File: config.mk
export PLATFORM = sky130hd
export DESIGN_NAME = rs_age_multi_cdb
export DESIGN_NICKNAME = d
export VERILOG_FILES = /design/src/rtl/rs_age_multi_cdb_pkg.sv /design/src/rtl/rs_age_multi_cdb_age_select.sv /design/src/rtl/rs_age_multi_cdb.sv
export SDC_FILE = /design/constraint.sdc
export NUM_CORES = 2
export LEC_CHECK = 0
export ABC_AREA = 0
export CORE_MARGIN = 2
export CORE_UTILIZATION = 61
export DETAILED_ROUTE_END_ITERATION = 10
export PLACE_DENSITY_LB_ADDON = 0.3
export SLEW_MARGIN = 20
export SYNTH_ARGS = -nofsm -noshare
export SYNTH_HDL_FRONTEND = slang
export SYNTH_SLANG_ARGS = --single-unit
File: constraint.sdc
create_clock -name clk -period 4.3 [get_ports clk]
set_clock_uncertainty 0.05 [all_clocks]
set_input_delay 0.86 -clock clk [delete_from_list [all_inputs] [get_ports clk]]
set_output_delay 0.86 -clock clk [all_outputs]
set_load 0.02 [all_outputs]
File: src/rtl/rs_age_multi_cdb_pkg.sv
// Shared constants for the multi-CDB ALU reservation station: default sizes,
// CDB port indices and the opcode classes the station is fed.
package rs_age_multi_cdb_pkg;

  localparam int ROB_SIZE_WIDTH = 4;
  localparam int RS_SIZE        = 8;

  // Broadcast port assignment on the packed CDB inputs
  localparam int CDB_ALU = 0;
  localparam int CDB_LSB = 1;

  typedef enum logic [6:0] {
    OPC_I = 7'b0010011,
    OPC_R = 7'b0110011,
    OPC_B = 7'b1100011
  } opc_e;

endpackage

File: src/rtl/rs_age_multi_cdb_age_select.sv
// Oldest-first selector: given a ready vector and an age matrix
// (age[i][j]=1 means entry i is older than entry j), returns a one-hot grant
// for the oldest ready entry plus an any-ready flag.
module rs_age_select
  import rs_age_multi_cdb_pkg::*;
#(
  parameter int N = RS_SIZE
) (
  input  logic [N-1:0]        ready,
  input  logic [N-1:0][N-1:0] age,
  output logic [N-1:0]        grant,
  output logic                any
);

  // An entry wins when no other ready entry is older than it
  always_comb begin
    // NOTE: every always_comb output gets a default first so no path can infer a latch.
    grant = '0;
    for (int i = 0; i < N; i++) begin
      grant[i] = ready[i];
      for (int j = 0; j < N; j++) begin
        if (j != i && ready[j] && age[j][i]) grant[i] = 1'b0;
      end
    end
  end

  assign any = |ready;

endmodule

File: src/rtl/rs_age_multi_cdb.sv
// ALU reservation station with configurable depth, NUM_CDB broadcast ports,
// oldest-first issue and a valid/ready issue handshake.
// Optional feature macro: RS_WAKE_BYPASS_EN -- when defined, an entry whose
// last pending operand(s) match a CDB this cycle may issue in the same cycle,
// taking the broadcast value combinationally.
module rs_age_multi_cdb
  import rs_age_multi_cdb_pkg::*;
#(
  parameter int RS_DEPTH = RS_SIZE,
  parameter int ROB_ID_W = ROB_SIZE_WIDTH,
  parameter int NUM_CDB  = 2,
  parameter int XLEN     = 32
) (
  input  logic                         clk,
  input  logic                         rst,
  input  logic                         rdy,
  input  logic                         flush,
  input  logic                         disp_valid,
  output logic                         disp_ready,
  input  logic [31:0]                  disp_instr,
  input  logic [2:0]                   disp_op,
  input  logic [6:0]                   disp_type,
  input  logic [XLEN-1:0]              disp_v1,
  input  logic [XLEN-1:0]              disp_v2,
  input  logic                         disp_dep1,
  input  logic                         disp_dep2,
  input  logic [ROB_ID_W-1:0]          disp_tag1,
  input  logic [ROB_ID_W-1:0]          disp_tag2,
  input  logic [ROB_ID_W-1:0]          disp_rob_id,
  input  logic [NUM_CDB-1:0]           cdb_valid,
  input  logic [NUM_CDB*ROB_ID_W-1:0]  cdb_rob_id,
  input  logic [NUM_CDB*XLEN-1:0]      cdb_value,
  output logic                         issue_valid,
  input  logic                         issue_ready,
  output logic [ROB_ID_W-1:0]          issue_rob_id,
  output logic [2:0]                   issue_op,
  output logic [6:0]                   issue_type,
  output logic                         issue_other,
  output logic [XLEN-1:0]              issue_v1,
  output logic [XLEN-1:0]              issue_v2,
  output logic [$clog2(RS_DEPTH):0]    count
);

  localparam int IDX_W = $clog2(RS_DEPTH);
  localparam int CNT_W = IDX_W + 1;

  // Entry state
  logic [RS_DEPTH-1:0]                busy_q, dep1_q, dep2_q, other_q;
  logic [ROB_ID_W-1:0]                tag1_q [RS_DEPTH];
  logic [ROB_ID_W-1:0]                tag2_q [RS_DEPTH];
  logic [ROB_ID_W-1:0]                rob_q  [RS_DEPTH];
  logic [XLEN-1:0]                    v1_q   [RS_DEPTH];
  logic [XLEN-1:0]                    v2_q   [RS_DEPTH];
  logic [2:0]                         op_q   [RS_DEPTH];
  logic [6:0]                         type_q [RS_DEPTH];
  logic [RS_DEPTH-1:0][RS_DEPTH-1:0]  age_q;
  logic [CNT_W-1:0]                   count_q;

  // Unpacked CDB view and match results
  logic [ROB_ID_W-1:0]  cdb_tag [NUM_CDB];
  logic [XLEN-1:0]      cdb_val [NUM_CDB];
  logic [RS_DEPTH-1:0]  hit1, hit2;
  logic [XLEN-1:0]      wval1 [RS_DEPTH];
  logic [XLEN-1:0]      wval2 [RS_DEPTH];
  logic                 dhit1, dhit2;
  logic [XLEN-1:0]      dval1, dval2;

  logic [RS_DEPTH-1:0]  ready_vec, grant;
  logic                 any_ready;
  logic [IDX_W-1:0]     free_idx;
  logic                 accept, fire;

  // Only bit 30 of the raw instruction is carried through the station
  logic unused_instr_bits;
  assign unused_instr_bits = ^{disp_instr[31], disp_instr[29:0]};

  // Split the packed broadcast buses into per-port tag/value
  always_comb begin
    for (int k = 0; k < NUM_CDB; k++) begin
      cdb_tag[k] = cdb_rob_id[k*ROB_ID_W +: ROB_ID_W];
      cdb_val[k] = cdb_value[k*XLEN +: XLEN];
    end
  end

  // Per-entry wake-up match; scanning high to low lets the lowest port win
  always_comb begin
    for (int i = 0; i < RS_DEPTH; i++) begin
      hit1[i]  = 1'b0;
      hit2[i]  = 1'b0;
      wval1[i] = '0;
      wval2[i] = '0;
      for (int k = NUM_CDB - 1; k >= 0; k--) begin
        if (busy_q[i] && dep1_q[i] && cdb_valid[k] && cdb_tag[k] == tag1_q[i]) begin
          hit1[i]  = 1'b1;
          wval1[i] = cdb_val[k];
        end
        if (busy_q[i] && dep2_q[i] && cdb_valid[k] && cdb_tag[k] == tag2_q[i]) begin
          hit2[i]  = 1'b1;
          wval2[i] = cdb_val[k];
        end
      end
    end
  end

  // Same-cycle capture for the op being dispatched, so no wake-up is lost
  always_comb begin
    dhit1 = 1'b0;
    dhit2 = 1'b0;
    dval1 = '0;
    dval2 = '0;
    for (int k = NUM_CDB - 1; k >= 0; k--) begin
      if (disp_dep1 && cdb_valid[k] && cdb_tag[k] == disp_tag1) begin
        dhit1 = 1'b1;
        dval1 = cdb_val[k];
      end
      if (disp_dep2 && cdb_valid[k] && cdb_tag[k] == disp_tag2) begin
        dhit2 = 1'b1;
        dval2 = cdb_val[k];
      end
    end
  end

`ifdef RS_WAKE_BYPASS_EN
  assign ready_vec = busy_q & (~dep1_q | hit1) & (~dep2_q | hit2);
`else
  assign ready_vec = busy_q & ~dep1_q & ~dep2_q;
`endif

  rs_age_select #(.N(RS_DEPTH)) u_age_select (
    .ready (ready_vec),
    .age   (age_q),
    .grant (grant),
    .any   (any_ready)
  );

  // Lowest-index free slot from registered busy (no same-cycle lookahead)
  always_comb begin
    free_idx = '0;
    for (int i = RS_DEPTH - 1; i >= 0; i--) begin
      if (!busy_q[i]) free_idx = IDX_W'(i);
    end
  end

  assign disp_ready  = rdy && (count_q != CNT_W'(RS_DEPTH));
  assign issue_valid = rdy && any_ready;
  assign accept      = disp_valid && disp_ready;
  assign fire        = issue_valid && issue_ready;
  assign count       = count_q;

  // One-hot mux of the granted entry onto the issue port
  always_comb begin
    issue_rob_id = '0;
    issue_op     = '0;
    issue_type   = '0;
    issue_other  = 1'b0;
    issue_v1     = '0;
    issue_v2     = '0;
    for (int i = 0; i < RS_DEPTH; i++) begin
      if (grant[i]) begin
        issue_rob_id = rob_q[i];
        issue_op     = op_q[i];
        issue_type   = type_q[i];
        issue_other  = other_q[i];
`ifdef RS_WAKE_BYPASS_EN
        issue_v1     = hit1[i] ? wval1[i] : v1_q[i];
        issue_v2     = hit2[i] ? wval2[i] : v2_q[i];
`else
        issue_v1     = v1_q[i];
        issue_v2     = v2_q[i];
`endif
      end
    end
  end

  // Entry, age-matrix and occupancy update: clear, wake-up, free, dispatch
  always_ff @(posedge clk) begin
    // NOTE: all state here uses non-blocking assignments so every read sees pre-edge values.
    if (rst || flush) begin
      busy_q  <= '0;
      dep1_q  <= '0;
      dep2_q  <= '0;
      other_q <= '0;
      age_q   <= '0;
      count_q <= '0;
      // NOTE: payload arrays are cleared too, so issue outputs never show stale data after reset.
      for (int i = 0; i < RS_DEPTH; i++) begin
        tag1_q[i] <= '0;
        tag2_q[i] <= '0;
        rob_q[i]  <= '0;
        v1_q[i]   <= '0;
        v2_q[i]   <= '0;
        op_q[i]   <= '0;
        type_q[i] <= '0;
      end
    end else if (rdy) begin
      for (int i = 0; i < RS_DEPTH; i++) begin
        if (hit1[i]) begin
          dep1_q[i] <= 1'b0;
          v1_q[i]   <= wval1[i];
        end
        if (hit2[i]) begin
          dep2_q[i] <= 1'b0;
          v2_q[i]   <= wval2[i];
        end
        if (fire && grant[i]) busy_q[i] <= 1'b0;
      end
      if (accept) begin
        busy_q[free_idx]  <= 1'b1;
        dep1_q[free_idx]  <= disp_dep1 && !dhit1;
        dep2_q[free_idx]  <= disp_dep2 && !dhit2;
        v1_q[free_idx]    <= dhit1 ? dval1 : disp_v1;
        v2_q[free_idx]    <= dhit2 ? dval2 : disp_v2;
        tag1_q[free_idx]  <= disp_tag1;
        tag2_q[free_idx]  <= disp_tag2;
        rob_q[free_idx]   <= disp_rob_id;
        op_q[free_idx]    <= disp_op;
        type_q[free_idx]  <= disp_type;
        other_q[free_idx] <= disp_instr[30];
        // New entry is younger than everything already resident
        age_q[free_idx] <= '0;
        for (int j = 0; j < RS_DEPTH; j++) begin
          age_q[j][free_idx] <= busy_q[j];
        end
      end
      count_q <= count_q + CNT_W'(accept) - CNT_W'(fire);
    end
  end

endmodule

==> impl_metrics.tcl <==
set metrics [dict create \
    syn_inst 4091 \
    cp.arrival_ns 3.41 \
    ant_nets 0 \
    relSlewSlack_pct 25.3 \
    p_per_area_nw_per_um2 326 \
    setup_viol 2 \
    fin_ws_ns -0.0169 \
    routed_via_density 7.64 \
    synth-main-ff-cell "edfxtp_1" \
    yosys_warnings 0 \
    post_drt_wl_per_cell_microns 32.5 \
    grt.total_usage_pct 42.8 \
    synth.avg_cell_area_sq_um 11.1 \
    path_clk_slew_ns 0.06 \
    maxCapViolations 0 \
    min_path_type "flop to flop" \
    crit_type "flop to output pin" \
    period_share_pct 100 \
    syn_area_sq_um 45400 \
    cp.required_ns 3.39 \
    grt_pass1_vias 39400 \
    cts_hold_buf 0 \
    ys_types 77 \
    dp_hpwl_microns 97200 \
    portBuffers 253 \
    hold_viol 0 \
    cp_max_fo 81 \
    synth_top_cell_area_share_pct 45.5 \
    cts.htree.levels 3 \
    fillers 5153 \
    rrSetupSlack_ns 0.71 \
    report.final.slew_viol_count 0 \
    first_pass_iters 8 \
    yosys.area.top_type "edfxtp_1" \
    violations "negative setup slack" \
    area_growth_pct 15.7 \
    drc_errors 0 \
    ys_seq_area_share_pct 49.5 \
    start_kind "flop" \
    drive_above_1_share_pct 16.7 \
    peakVddDrop_mv 0.238 \
    ioPinCount 285 \
    crit_path_end "issue_v1[0]" \
    r2r_cells 15 \
    syn_nets 4297 \
    timing.fmax_mhz 232 \
    rsz0062_at_grt "true" \
    fp.coreArea_sq_um 74100 \
    die_y_microns 277 \
    worstMarginPinSlew_ns 1.12 \
    final.min_clock_period_ns 4.32 \
    grt_remaining_overflow 0 \
    reg2reg_to "count[2]" \
    ctsLongestPathBuffers 3 \
    drt_iter0_drc 6084 \
    fin_util_pct 71.0 \
    power.leakage_nw 23.3 \
    vias 39800 \
    dieWidth_microns 277 \
    dp.cells 5045 \
    cp-startpoint "dep2_q[5]" \
    worstSetupEndpointType "output pin" \
    routed_wl_microns 169000 \
    placed_cell_area_sq_um 49800 \
    antenna_found_initial 10 \
    grt_pass1_wl_microns 246000 \
    cts_buffers 82 \
    fin_cells 5210 \
    dieArea_sq_um 76700 \
    start_util_pct 61.4 \
    cts_sinks 780 \
    postLayoutCellArea_sq_um 52600 \
    fin_nets 4381 \
    tritoncts "yes" \
    outcome "finished, violations left" \
    gp_congestion 0.936 \
    synth_area_leaders "edfxtp_1 (45%), mux2i_1 (12%), o22ai_1 (10%)" \
    async_flop_share_pct 0 \
    r2r-start "busy_q[1]" \
    ys_seq_elements 780 \
    clk_latency_ns 0.65 \
    synth-edff-count 688 \
    root_buffer "clkbuf_16" \
    grt_max_degree 95 \
    rows 100 \
]
## sequential cells by signal (all words and copies together), names as in the netlist
name and count:
rob_q 32, op_q 24, v2_q 256, other_q 8, type_q 56, tag1_q 32
v1_q 256, dep2_q 8, busy_q 8, tag2_q 32, dep1_q 8, age_q 56
count 4
## layer usage
| layer | share of wire, % | vias to the layer above | GRT usage, % | routed length [microns] |
|---|---|---|---|---|
| li1 | - | 16200 | - | - |
| met1 | 33 | 18900 | 53.1 | 55900 |
| met2 | 44 | 3746 | 64.7 | 74300 |
| met3 | 15 | 957 | 12.4 | 26100 |
| met4 | 7.6 | 6 | 30.2 | 12900 |
| met5 | 0.022 | - | 0 | 38 |
## worst min path at each step
| stage | startpoint | end | cells past startpoint |
|---|---|---|---|
| 4_1_cts | age_q[49] | age_q[49] | 2 |
| 3_3_place_gp | age_q[4] | age_q[4] | 2 |
| 6_report | age_q[49] | age_q[49] | 2 |
| 5_1_grt | age_q[6] | age_q[6] | 2 |
| 2_1_floorplan | age_q[4] | age_q[4] | 2 |
| 3_5_place_dp | age_q[59] | age_q[59] | 2 |
## cell usage in the layout, fill, tap and decap left out, types with 38 or more instances in the layout
| master | count |
|---|---|
| a211o_1 | 79 |
| a21oi_1 | 124 |
| a31oi_1 | 74 |
| and3_1 | 209 |
| buf_12 | 61 |
| buf_4 | 205 |
| clkbuf_16 | 85 |
| clkbuf_2 | 48 |
| clkdlybuf4s50_1 | 173 |
| dfxtp_1 | 85 |
| edfxtp_1 | 688 |
| inv_1 | 103 |
| mux2_2 | 46 |
| mux2i_1 | 525 |
| mux2i_4 | 57 |
| nand2_1 | 96 |
| nand4_1 | 115 |
| nor2_1 | 112 |
| o21ai_0 | 100 |
| o22ai_1 | 749 |
| xnor2_1 | 38 |
| xor2_1 | 99 |
## metrics by stage
step | hold WS (ns) | setup WS (ns) | power, W | setup TNS, ns
floorplan | 0.373 | 0.739 | 0.00963 | 0
detailed placement | 0.391 | 0.196 | 0.0103 | 0
CTS | 0.401 | 0.00823 | 0.0170 | 0
global route | 0.406 | -0.0642 | 0.0174 | -0.108
finish | 0.404 | -0.0169 | 0.0171 | -0.0249
global placement | 0.380 | 0.153 | 0.0102 | 0
## cell families (layout without fill, tap and decap cells)
logic type               after synthesis  in the layout  share of synthesized area (%)
AND/OR/NAND/NOR                      675            675                           8.58
flip-flops                           780            780                           49.5
AO/OA/AOI/OAI                       1211           1211                           17.0
multiplexers                         647            647                           16.2
XOR/XNOR                             137            137                           2.64
adder cells (fa/ha/maj)                6              6                          0.182
buffers and inverters                635            778                           5.93
other                                  0              7                              0
## cell usage after synthesis (all sizes together), types with 6 or more instances
master	count
mux2	64
nand2	118
and2	7
or4	18
inv	104
nor3b	8
a31o	10
o22ai	749
a21boi	7
nor3	10
a22oi	14
buf	215
xor2	99
a211o	79
nor2	117
a21oi	126
and3	211
o21ai	101
nand4	120
edfxtp	688
o41ai	14
clkbuf	312
nand2b	7
nand3	24
a31oi	84
xnor2	38
nor4bb	14
dfxtp	92
or3b	6
mux2i	583
## where the power goes
group,leakage [nW],total (W),internal (W),switching [W]
Clock,1.25,0.00698,0.00393,0.00305
Sequential,8.38,0.00864,0.00852,0.000116
Combinational,13.7,0.00153,0.000554,0.000978
Total,23.3,0.0171,0.0130,0.00414
## worst max-delay path: stages, from the launching register on
cell and delay [ns]:
dfxtp_2 0.38, nor3b_4 0.45, a21boi_1 0.33, nand4_4 0.25
buf_16 0.26, o21ai_0 0.17, o22ai_1 0.11, a31oi_2 0.30
dlygate4sd2_1 0.37
## layout make-up
cell class                      count  area [sq um]  share of cell area, %
Clock buffer                      105          2220                   4.22
Multi-Input combinational cell   2676         20700                   39.4
Inverter                          108           405                  0.771
Antenna cell                        7          17.5                 0.0333
Tap cell                          969          1210                   2.31
Sequential cell                   780         22500                   42.8
Timing Repair Buffer              527          5190                   9.88
Clock inverter                     38           317                  0.602
## timing repair
item,4_1_cts,5_1_grt
setup endpoints to repair,78,73
pin swaps,5,6
gates resized for setup,131,149
gates cloned,2,1
setup buffers,8,4
Note: power is estimated with default switching activity, not from simulation.
